[src/rtl/regfile_wb_arbiter.sv]
// regfile_wb_arbiter: shares the single regfile write port among NREQ
// writeback requesters using round-robin arbitration with ready/valid
// handshakes. The winning write goes into a one-entry registered output
// stage that drives rf_we/rf_rW/rf_din. A two-port lookup lets the read
// stage bypass a write that is still sitting in that stage.
//
// Optional feature macro: WB_ARB_PRIO0_EN
//   defined   - requester 0 has fixed top priority; 1..NREQ-1 round-robin
//   undefined - pure round-robin over all NREQ requesters
//
// Ports:
//   clk, rst          clock, asynchronous active-high reset
//   freeze            blocks new grants while high
//   req_valid/rd/data per-requester write requests (packed, requester i at slice i)
//   req_ready         one-hot grant (combinational)
//   rf_we/rW/din      registered regfile write port
//   lk_rA/rB          lookup indices; lk_hit*/lk_data* combinational bypass
//   conflict_cnt      saturating count of cycles with an unserved valid requester
module regfile_wb_arbiter #(
  parameter int unsigned WIDTH = 32,
  parameter int unsigned NREQ  = 3
) (
  input  logic                  clk,
  input  logic                  rst,
  input  logic                  freeze,
  input  logic [NREQ-1:0]       req_valid,
  input  logic [5*NREQ-1:0]     req_rd,
  input  logic [WIDTH*NREQ-1:0] req_data,
  output logic [NREQ-1:0]       req_ready,
  output logic                  rf_we,
  output logic [4:0]            rf_rW,
  output logic [WIDTH-1:0]      rf_din,
  input  logic [4:0]            lk_rA,
  input  logic [4:0]            lk_rB,
  output logic                  lk_hitA,
  output logic                  lk_hitB,
  output logic [WIDTH-1:0]      lk_dataA,
  output logic [WIDTH-1:0]      lk_dataB,
  output logic [15:0]           conflict_cnt
);

  localparam int unsigned PW      = $clog2(NREQ);
  localparam int unsigned CNT_W   = 16;
  localparam logic [15:0] CNT_MAX = 16'hFFFF;

  // State
  logic [PW-1:0]    ptr_q,    ptr_d;
  logic             rf_we_q,  rf_we_d;
  logic [4:0]       rf_rW_q,  rf_rW_d;
  logic [WIDTH-1:0] rf_din_q, rf_din_d;
  logic [CNT_W-1:0] cnt_q,    cnt_d;

  // Arbitration results
  logic             gnt_found;
  logic [PW-1:0]    gnt_idx;
  logic [NREQ-1:0]  gnt;
  logic [PW:0]      scan_idx;
  logic [PW:0]      ptr_inc;
  logic [4:0]       sel_rd;
  logic [WIDTH-1:0] sel_data;
  logic             conflict;

  // Grant selection: first valid requester scanning upward from the pointer
  always_comb begin
    gnt_found = 1'b0;
    gnt_idx   = '0;
    scan_idx  = '0;
    gnt       = '0;
    for (int k = 0; k < int'(NREQ); k++) begin
      scan_idx = {1'b0, ptr_q} + (PW+1)'(k);
      if (scan_idx >= (PW+1)'(NREQ)) begin
        scan_idx = scan_idx - (PW+1)'(NREQ);
      end
`ifdef WB_ARB_PRIO0_EN
      // Requester 0 is handled by the fixed-priority override below
      if (!gnt_found && req_valid[scan_idx[PW-1:0]] && (scan_idx != '0)) begin
`else
      if (!gnt_found && req_valid[scan_idx[PW-1:0]]) begin
`endif
        gnt_found = 1'b1;
        gnt_idx   = scan_idx[PW-1:0];
      end
    end
`ifdef WB_ARB_PRIO0_EN
    if (req_valid[0]) begin
      gnt_found = 1'b1;
      gnt_idx   = '0;
    end
`endif
    if (freeze || rst) begin
      gnt_found = 1'b0;
    end
    if (gnt_found) begin
      gnt[gnt_idx] = 1'b1;
    end
  end

  assign req_ready = gnt;

  // Winner's payload mux
  always_comb begin
    sel_rd   = '0;
    sel_data = '0;
    for (int i = 0; i < int'(NREQ); i++) begin
      if (gnt_idx == PW'(i)) begin
        sel_rd   = req_rd[5*i +: 5];
        sel_data = req_data[WIDTH*i +: WIDTH];
      end
    end
  end

  // A cycle is a conflict when more requesters are valid than get served
  assign conflict = !freeze &&
                    ($countones(req_valid) > (gnt_found ? 1 : 0));

  // Next-state logic
  always_comb begin
    ptr_d    = ptr_q;
    rf_we_d  = 1'b0;
    rf_rW_d  = rf_rW_q;
    rf_din_d = rf_din_q;
    cnt_d    = cnt_q;
    ptr_inc  = {1'b0, gnt_idx} + (PW+1)'(1);

    if (gnt_found) begin
`ifdef WB_ARB_PRIO0_EN
      // Fixed-priority grants to requester 0 leave the rotation untouched
      if (gnt_idx != '0) begin
        ptr_d = (ptr_inc == (PW+1)'(NREQ)) ? '0 : ptr_inc[PW-1:0];
      end
`else
      ptr_d = (ptr_inc == (PW+1)'(NREQ)) ? '0 : ptr_inc[PW-1:0];
`endif
      // Writes to x0 handshake normally but never reach the regfile
      rf_we_d  = (sel_rd != 5'd0);
      rf_rW_d  = sel_rd;
      rf_din_d = sel_data;
    end

    if (conflict && (cnt_q != CNT_MAX)) begin
      cnt_d = cnt_q + CNT_W'(1);
    end
  end

  // State registers
  always_ff @(posedge clk or posedge rst) begin
    if (rst) begin
      ptr_q    <= '0;
      rf_we_q  <= 1'b0;
      rf_rW_q  <= '0;
      rf_din_q <= '0;
      cnt_q    <= '0;
    end else begin
      ptr_q    <= ptr_d;
      rf_we_q  <= rf_we_d;
      rf_rW_q  <= rf_rW_d;
      rf_din_q <= rf_din_d;
      cnt_q    <= cnt_d;
    end
  end

  assign rf_we        = rf_we_q;
  assign rf_rW        = rf_rW_q;
  assign rf_din       = rf_din_q;
  assign conflict_cnt = cnt_q;

  // Bypass lookup against the pending write; x0 never hits
  assign lk_hitA  = rf_we_q && (rf_rW_q == lk_rA) && (lk_rA != 5'd0);
  assign lk_hitB  = rf_we_q && (rf_rW_q == lk_rB) && (lk_rB != 5'd0);
  assign lk_dataA = lk_hitA ? rf_din_q : '0;
  assign lk_dataB = lk_hitB ? rf_din_q : '0;

endmodule

[config.mk]
export PLATFORM = sky130hd
export DESIGN_NAME = regfile_wb_arbiter
export DESIGN_NICKNAME = d
export VERILOG_FILES = /design/src/rtl/regfile_wb_arbiter.sv
export SDC_FILE = /design/constraint.sdc
export NUM_CORES = 1
export LEC_CHECK = 0
export ABC_AREA = 1
export CORE_AREA = 2 2 110 122
export DETAILED_ROUTE_END_ITERATION = 8
export DIE_AREA = 0 0 112 124
export GPL_TIMING_DRIVEN = 0
export PLACE_DENSITY_LB_ADDON = 0.1
export SLEW_MARGIN = 0
export SYNTH_ARGS = -nofsm -noshare
export SYNTH_HDL_FRONTEND = slang
export SYNTH_SLANG_ARGS = --single-unit
export TNS_END_PERCENT = 10
[constraint.sdc]
create_clock -name clk -period 3.45 [get_ports clk]
set_input_delay 0.345 -clock clk [delete_from_list [all_inputs] [get_ports clk]]
set_output_delay 0.345 -clock clk [all_outputs]
set_load 0.02 [all_outputs]
# After elaboration in Yosys (flattened, before gate mapping)
# Cells that the tools add are included.
[word_totals]
wordCells = 76
inputBits = 127
output_inout_bits = 123
ff_bits = 56
[op_classes]
mux = 30
reduce_logical = 17
magnitude_cmp = 9
addsub = 9
n_eq_ne = 6
[op_table]
columns = ["op", "n"]
rows = [
  ["$mux W32", 5],
  ["$add A16 B1 Y16 const B", 1],
  ["$ne A16 B16 Y1 const B", 1],
  ["$mux W5", 3],
  ["$reduce_bool A5 Y1", 3],
  ["$mux W2", 7],
  ["$lt A2 B3 Y1 const B", 4],
  ["$eq A5 B5 Y1", 2],
  ["$mux W1", 10],
  ["$logic_and A1 B1 Y1", 9],
  ["$add A2 B1 Y3 const B", 2],
  ["$bmux W1 S2", 3],
  ["$ge A3 B2 Y1 const B", 2],
  ["$sub A2 B2 Y2 const B", 3],
  ["$add A2 B1 Y3", 1],
  ["$add A2 B2 Y3 const B", 1],
  ["$eq A3 B2 Y1 const B", 1],
  ["$gt A3 B1 Y1", 1],
  ["$logic_not A1 Y1", 3],
  ["$mux W3", 1],
  ["$add A1 B1 Y2", 1],
  ["$demux W1 S2", 1],
  ["$eq A2 B1 Y1 const B", 1],
  ["$eq A2 B2 Y1 const B", 1],
  ["other kinds (4)", 4],
]

# Longest topological paths before layout
# Gate-level depths: netlist of the first run.
[logic_depth]
ltp_word = 17
depth_mapped = 23
mapped_depth_nobuf = 22

# Worst setup path before layout of the first run
# OpenSTA, ideal clock, no wires.
[synth_path]
path_type = "reg-to-reg"
from = "register ptr_q[0]"
to = "register cnt_q[9], in the netlist conflict_cnt[9]"
arrival_time_ns = 2.945
t_required_ns = 3.321
synth_period_minus_slack_ns = 3.075
setup_slack_ns = 0.375
n_path_buf = 1
setup_ns = 0.129
stages_incl_launch_ff = 21
path_cell_list = "dfrtp_1 -> inv_1 -> ha_1 -> o21ai_1 -> nand2_2 -> nand4_1 -> nand2_1 -> inv_2 -> clkbuf_1 -> ha_1 -> nor2_1 -> nor2_1 -> nor2_1 -> nand2_1 -> nor2_1 -> nand2_1 -> inv_1 -> nand2_1 -> nor2_1 -> nand3_1 -> xnor2_1"
[synth_via]
elab_chain_len = 16
word_cells_on_any_way = 29
cone_classes = "add/sub (5); order compare (4); mux (14); reduce/logical (6)"
[synth_lines]
columns = ["item", "line", "source"]
rows = [
  ["start: declaration", "47", "logic [PW-1:0] ptr_q, ptr_d;"],
  ["start signal: assignment", "154", "ptr_q <= ptr_d;"],
  ["branches (longest 10 deep; another with $add A2 B1 Y3)", "--", ""],
  ["$mux W1 (*)", "78", "if (!gnt_found && req_valid[scan_idx[PW-1:0]]) begin"],
  ["$mux W1 (*)", "90", "if (freeze || rst) begin"],
  ["$mux W1 (*)", "114", "($countones(req_valid) > (gnt_found ? 1 : 0));"],
  ["$gt A3 B1 Y1 (*)", "114", ""],
  ["$logic_and A1 B1 Y1 (*)", "113", "assign conflict = !freeze &&"],
  ["$logic_and A1 B1 Y1 (*)", "140", "if (conflict && (cnt_q != CNT_MAX)) begin"],
  ["end signal: assignment", "158", "cnt_q <= cnt_d;"],
  ["end: declaration", "51", "logic [CNT_W-1:0] cnt_q, cnt_d;"],
]
# Mark *: on every way between the ends. The select of a mux whose other input is x is not followed.
# A chain may end at the register's enable or synchronous reset.

# Worst setup path in the final report of the first run
# Ends and elaborated chain as after synthesis.

==> metrics.md, run 1 <==
| Metric | Value |
|---|---|
| Area leader, netlist | `dfrtp_1` |
| Die height | `124 µm` |
| PD cells | `749 nW/µm²` |
| Antenna-violating nets left | `0` |
| Drc violations | `0` |
| CP Max Fanout | `16` |
| Pins Over Slew Limit | `0` |
| Final wirelength | `16200 µm` |
| Synth Area in Adders | `0.0255` |
| CTS tree | `done` |
| Dpl cell area | `6430 µm²` |
| Yosys warnings | `0` |
| CP Data Required Time | `3630 ps` |
| Area fraction in compound gates after synthesis | `0.118` |
| Peak Freq | `307 MHz` |
| Synth top area share | `0.376` |
| Reg2reg setup slack | `190 ps` |
| Root Buffer Master | `clkbuf_16` |
| Syn nets | `684` |
| Clock sinks | `56` |
| Vias per cell | `4.75` |
| Setup-failing EPs final | `0` |
| Bufs on Longest Clock Path | `2` |
| Worst skew pair latency | `300 ps` |
| Setup Skew | `11.2 ps` |
| Largest family of logic cells by synthesized area | `simple AND/OR/NAND/NOR gates` |
| Largest net degree at the start of global routing | `31` |
| Mux cell area share after synthesis | `0` |
| RSZ-0062 raised after global routing | `true` |
| Finished layout cell area | `6590 µm²` |
| Synth Register Bits | `56` |
| Post-route minimum period | `3260 ps` |
| Input/output buffers | `249` |
| Crit path kind | `reg2reg` |
| Layout cells sized above 1 | `0.0446` |
| Critical Path Source Type | `flop` |
| Row count | `43` |
| Slew headroom | `0.547` |
| Peak VDD IR | `390 µV` |
| Detailed Place HPWL | `13100 µm` |
| Area Overhead vs Synth | `77.0%` |
| Detailed Route Iter0 Violations | `153` |
| Async SR Flop Fraction | `1.00` |
| WL per Instance | `16.8 µm` |
| Max H-tree Level | `2` |
| Final period util | `0.945` |
| Crit end category | `flop` |
| Vias in the first global route | `4466` |
| Synth Area in Simple Gates | `0.325` |
| Worst EP arrival | `3440 ps` |
| XOR/XNOR share of the synthesized area | `0.0423` |
| Least-Margin Pin Slew | `680 ps` |
| I/O pins | `250` |
| Post-synth cell types | `34` |
| Final hold violations | `0` |
| Avg Inst Size Synth | `6.77 µm²` |
| Initial Util | `0.296` |
| Core area | `12600 µm²` |
| GP Congestion | `0.906` |
| Via count | `4583` |
| Leak | `2.98 nW` |
| Grt ovf | `0` |
| Clock-pin slew on the worst setup and hold paths | `70 ps` |
| Synth Cell Area | `3720 µm²` |
| Initial antenna violation count | `0` |
| First-pass GRT wire length | `24000 µm` |
| Die ar. | `13900 µm²` |
| Clock buffer count from CTS | `5` |
| Final nets | `940` |
| Width of the die | `112 µm` |
| Synth top area cells | `dfrtp_1 (38%), nand2_1 (15%), nor2_1 (8.7%)` |
| EDFF count, synth | `0` |
| Top_reg_cell synth | `dfrtp_1` |
| Cells after Synth | `550` |
| Hold WC Path Type | `in2async` |
| Sequential area share after synthesis | `0.376` |
| GRT Util Overall | `0.223` |
| Status | `finished clean` |
| Max_cap viols | `0` |
| Power, Total | `4.94 mW` |
| Initial DRT Pass Iterations | `4` |
| Setup repair bufs after CTS | `0` |
what timing repair did:
item	in CTS	in global routing
hold buffers	0	0
endpoints found under the setup margin	11	8
gates resized for setup	2	6
final timing paths:
| kind | depth (start not counted) | to | startpoint |
|---|---|---|---|
| worst min register to register | 1 | conflict_cnt[7] | conflict_cnt[7] |
| max in group asynchronous | 3 | rf_din[6] | rst |
| min in group clk | 1 | conflict_cnt[7] | conflict_cnt[7] |
| worst min-delay path | 2 | conflict_cnt[1] | rst |
| worst max-delay path | 19 | conflict_cnt[9] | ptr_q[0] |
| worst max register to register | 19 | conflict_cnt[9] | ptr_q[0] |
registers in the layout, indices dropped and copies added, names as in the netlist:
register and cells:
rf_din 32, conflict_cnt 16, rf_rW 5, ptr_q 2, rf_we 1
layout make-up:
cell class,count,area (µm²)
antenna,1,2.50
buffer,24,133
clock buffer,7,133
clock inverter,1,8.76
fill,1241,6000
inverter,76,288
multi-input combinational,393,1910
sequential,56,1400
tap,157,196
timing repair buffer,250,2520
synth_stat cells, types with 4 or more instances:
| cell | n |
|---|---|
| nor2_1 | 86 |
| inv_1 | 70 |
| o21ai_0 | 17 |
| o21ai_1 | 17 |
| inv_2 | 6 |
| nand4_1 | 13 |
| xnor2_1 | 9 |
| xor2_1 | 9 |
| nand3_1 | 28 |
| a21oi_1 | 9 |
| dfrtp_1 | 56 |
| buf_4 | 6 |
| nor3_1 | 4 |
| o22ai_1 | 26 |
| clkbuf_1 | 11 |
| nand2_1 | 149 |
| ha_1 | 6 |
per-stage QoR:
step / hold slack [ps] / setup TNS (ps) / util / setup WS [ps] / cells
after floorplan: 502 / 0 / - / 375 / 550
after global placement: 487 / -3600 / 0.509 / -549 / 956
after detailed placement: 488 / -4210 / 0.511 / -621 / 957
after CTS: 500 / -27.6 / 0.522 / -27.6 / 964
after global routing: 525 / -18.3 / 0.523 / -11.2 / 964
final: 491 / 0 / 0.524 / 189 / 965
layer usage:
| metal | up-vias | global-route usage | part of all wire |
|---|---|---|---|
| li1 | 2253 | - | - |
| met1 | 2093 | 0.250 | 0.39 |
| met2 | 219 | 0.430 | 0.52 |
| met3 | 18 | 0.0482 | 0.073 |
| met4 | 0 | 0.0579 | 0.018 |
| met5 | - | 0 | 0 |
critical path, cell delays in order (launching register included):
cell and delay [ps]:
dfrtp_1 410, inv_1 120, ha_2 330, o21ai_1 240, nand2_2 130, nand4_1 110, nand2_1 120, inv_4 210
ha_1 260, nor2_1 100, nor2_1 50, nor2_1 120, nand2_2 140, nor2_2 140, nand2_1 130, inv_1 100
nand2_1 60, nor2_2 130, nand3_1 110, xnor2_1 140
cell families after synthesis:
logic type | count (synthesis)
AND/OR/NAND/NOR | 291
buffers and inverters | 101
AO/OA/AOI/OAI | 77
flip-flops | 56
XOR/XNOR | 18
adder cells (fa/ha/maj) | 7
report_power, final:
part / leakage, nW / total (mW) / switching [mW] / internal (mW)
clock: 0.0681 / 0.516 / 0.243 / 0.272
combinational: 2.23 / 3.27 / 1.96 / 1.31
sequential: 0.691 / 1.15 / 0.229 / 0.923
total: 2.98 / 4.94 / 2.43 / 2.51
cells in the final DEF (no fill, tap or decap), types with 4 or more instances in the layout:
| master | instances |
|---|---|
| o22ai_1 | 26 |
| clkbuf_16 | 5 |
| xor2_1 | 9 |
| clkdlybuf4s50_1 | 247 |
| dfrtp_1 | 56 |
| buf_4 | 6 |
| nand4_1 | 13 |
| nor2_1 | 84 |
| a21oi_1 | 9 |
| inv_2 | 6 |
| o21ai_0 | 17 |
| nand3_1 | 28 |
| inv_1 | 69 |
| clkbuf_1 | 11 |
| nor3_1 | 4 |
| nand2_1 | 148 |
| ha_1 | 5 |
| xnor2_1 | 9 |
| o21ai_1 | 17 |
No activity file was read; power rests on OpenSTA's default activity.
==> inputs of run 2 (changes only) <==
--- a/config.mk
+++ b/config.mk
@@ -6,9 +6,9 @@
 export NUM_CORES = 1
 export LEC_CHECK = 0
 export ABC_AREA = 1
-export CORE_AREA = 2 2 110 122
+export CORE_AREA = 2 2 100 112
 export DETAILED_ROUTE_END_ITERATION = 8
-export DIE_AREA = 0 0 112 124
+export DIE_AREA = 0 0 102 114
 export GPL_TIMING_DRIVEN = 0
 export PLACE_DENSITY_LB_ADDON = 0.1
 export SLEW_MARGIN = 0
==> run 2 against run 1 <==
  * Via count is 0.31% lower
  * First-iteration DRC count is 7.8% higher
  * Combinational power is 2% higher
  * Largest cell class unchanged
  * Largest power group unchanged
==> metrics.md, run 2 (synthesized netlist as in run 1, its figures left out) <==
| Metric | Value |
|---|---|
| Final nets | `941 (+0.11%)` |
| Diode count | `0 (-1)` |
| Reg2reg setup slack | `330 ps (+140 ps)` |
| Logic pwr share | `0.653 (-0.009)` |
| Most frequent cells in the layout | `clkdlybuf4s50_1 (249), nand2_1 (146), nor2_1 (84)` |
| WHS | `447 ps (-43.3 ps)` |
| Vias per cell | `4.78 (+0.74%)` |
| Die ar. | `11600 µm² (-16%)` |
| Pint | `2.63 mW (+5.1%)` |
| First-pass GRT wire length | `22700 µm (-5.6%)` |
| RR Endpoint | `conflict_cnt[15]` |
| Width of the die | `102 µm (-8.9%)` |
| Total of fill cells in the finished design | `997 (-20%)` |
| Area Overhead vs Synth | `78.2%` |
| Status | `finished clean` |
| Peak Freq | `305 MHz (-0.56%)` |
| Crit path kind | `reg2out` |
| Crit end category | `output pin` |
| Worst flop-to-flop path startpoint | `ptr_q[0]` |
| Final hold violations | `0 (unchanged)` |
| Detailed Route Iter0 Violations | `165 (+7.8%)` |
| CP Max Fanout | `10 (-6)` |
| Hold WC Path Type | `in2async` |
| Flop pwr share | `0.228 (-0.005)` |
| RSZ-0062 raised after global routing | `false` |
| Clock sinks | `56 (unchanged)` |
| Clock buffer count from CTS | `5 (unchanged)` |
| Final Worst Setup Slack | `171 ps (-18.5 ps)` |
| Core area | `10600 µm² (-16%)` |
| CTS tree | `done` |
| Grt ovf | `0 (unchanged)` |
| Worst EP arrival | `2930 ps (-510 ps)` |
| Hold Buf Count CTS | `0 (unchanged)` |
| Slew headroom | `0.554 (+0.00733)` |
| Placed insts | `947 (-1.0%)` |
| Layout cells sized above 1 | `0.0532 (+0.00861)` |
| Critical Path Source Type | `flop` |
| Critical path launch point | `ptr_q[0]` |
| Max_cap viols | `0 (unchanged)` |
| GRT Util Overall | `0.253 (+0.0303)` |
| GP Congestion | `0.903 (-0.33%)` |
| Root Buffer Master | `clkbuf_16` |
| Initial Util | `0.351 (+0.0552)` |
| Final cell count without fillers | `955 (-1.0%)` |
| WL per Instance | `16.1 µm (-4.0%)` |
| Psw | `2.46 mW (+1.0%)` |
| Pins Over Slew Limit | `0 (unchanged)` |
| Bufs on Longest Clock Path | `2 (unchanged)` |
| Initial antenna violation count | `0 (unchanged)` |
| TNS Setup | `0 ps (unchanged)` |
| Die height | `114 µm (-8.1%)` |
| Final period util | `0.950 (+0.00535)` |
| Power, Total | `5.09 mW (+3.1%)` |
| Dpl cell area | `6420 µm² (-0.19%)` |
| Setup WS pre-CTS | `-633 ps (-12.4 ps)` |
| Antenna-violating nets left | `0 (unchanged)` |
| Worst skew pair latency | `290 ps (about the same)` |
| Via count | `4569 (-0.31%)` |
| Largest net degree at the start of global routing | `35 (+13%)` |
| Final wirelength | `15400 µm (-5.0%)` |
| I/O pins | `250 (unchanged)` |
| Final core utilization | `0.625 (+0.102)` |
| Peak VDD IR | `454 µV (+16%)` |
| Finished layout cell area | `6640 µm² (+0.68%)` |
| Leak | `2.98 nW (-0.32%)` |
| Clock power frac | `0.119 (+0.015)` |
| CP Data Required Time | `3110 ps (-520 ps)` |
| Row count | `40 (-7.0%)` |
| Input/output buffers | `249 (unchanged)` |
| Max FFs per register | `32 (unchanged)` |
| Vias in the first global route | `4442 (-0.54%)` |
| R2R depth | `19 (unchanged)` |
| Switch share | `0.483 (-0.00985)` |
| Detailed Place HPWL | `12400 µm (-5.9%)` |
| Initial DRT Pass Iterations | `6 (+2)` |
| PD cells | `767 nW/µm² (+2.4%)` |
| Clock-pin slew on the worst setup and hold paths | `70 ps (about the same)` |
| Post-route minimum period | `3280 ps (+18.5 ps)` |
| Max H-tree Level | `2 (unchanged)` |
| Crit path to | `req_ready[1]` |
| Least-Margin Pin Slew | `669 ps (-11.0 ps)` |
| Drc violations | `0 (unchanged)` |
| Commonest non-fill, non-tap cell in the layout | `clkdlybuf4s50_1` |
| Setup Skew | `7.92 ps (-3.24 ps)` |
| Setup-failing EPs final | `0 (unchanged)` |
[run 2: cell count changes in the layout (fill, tap and decap cells not counted), sizes merged]
| cell | previous run | this run |
|---|---|---|
| clkdlybuf4s50 | 247 | 249 |
| dlymetal6s2s | 2 | 0 |
| buf | 15 | 16 |
| bufinv | 0 | 1 |
| clkbuf | 17 | 16 |
| diode | 1 | 0 |
[run 2: how the worst min path moves through the flow]
stage	end	start	cells past startpoint
2_1_floorplan	rf_din[8]	req_data[8]	2
3_3_place_gp	conflict_cnt[7]	conflict_cnt[7]	1
3_5_place_dp	conflict_cnt[7]	conflict_cnt[7]	1
4_1_cts	rf_din[28]	rst	2
5_1_grt	rf_din[28]	rst	2
6_report	ptr_q[0]	rst	2
[run 2: layout make-up]
type	count	area, µm²	area share
Timing Repair Buffer	251	2520	0.380
Multi-Input combinational cell	393	1930	0.291
Sequential cell	56	1400	0.211
Inverter	76	288	0.0434
Tap cell	147	184	0.0277
Clock buffer	6	139	0.0209
Buffer	24	133	0.0200
Clock inverter	2	38.8	0.00584
[run 2: power groups by stage]
stage	Clock, mW	Sequential (mW)	Combinational [mW]
final	0.608	1.16	3.33
after global routing	0.645	1.19	3.63
after CTS	0.617	1.16	3.32
after detailed placement	0	1.16	3.27
after global placement	0	1.16	3.21
after floorplan	0	1.42	1.68
[run 2: timing repair]
| action | 4_1_cts | 5_1_grt |
|---|---|---|
| setup buffers | 1 | 0 |
| setup endpoints to repair | 13 | 9 |
| gates resized for setup | 3 | 9 |
| pin swaps | 1 | 0 |
[run 2: metal layers]
layer,GRT usage,vias to the layer above,routed length [µm]
met4,0.0729,0,352
met2,0.468,200,7880
li1,-,2253,-
met5,0,-,0
met1,0.292,2089,6020
met3,0.0502,27,1100
[run 2: worst max-delay path, cell delays in order, from the launching register on]
cell,delay [ps]
dfrtp_1,400
inv_1,140
ha_1,220
inv_1,90
nand2_1,60
nand3_1,90
nand2_1,150
nand4_1,210
nand2_2,160
buf_4,200
inv_2,60
nor2_1,200
clkdlybuf4s50_1,650
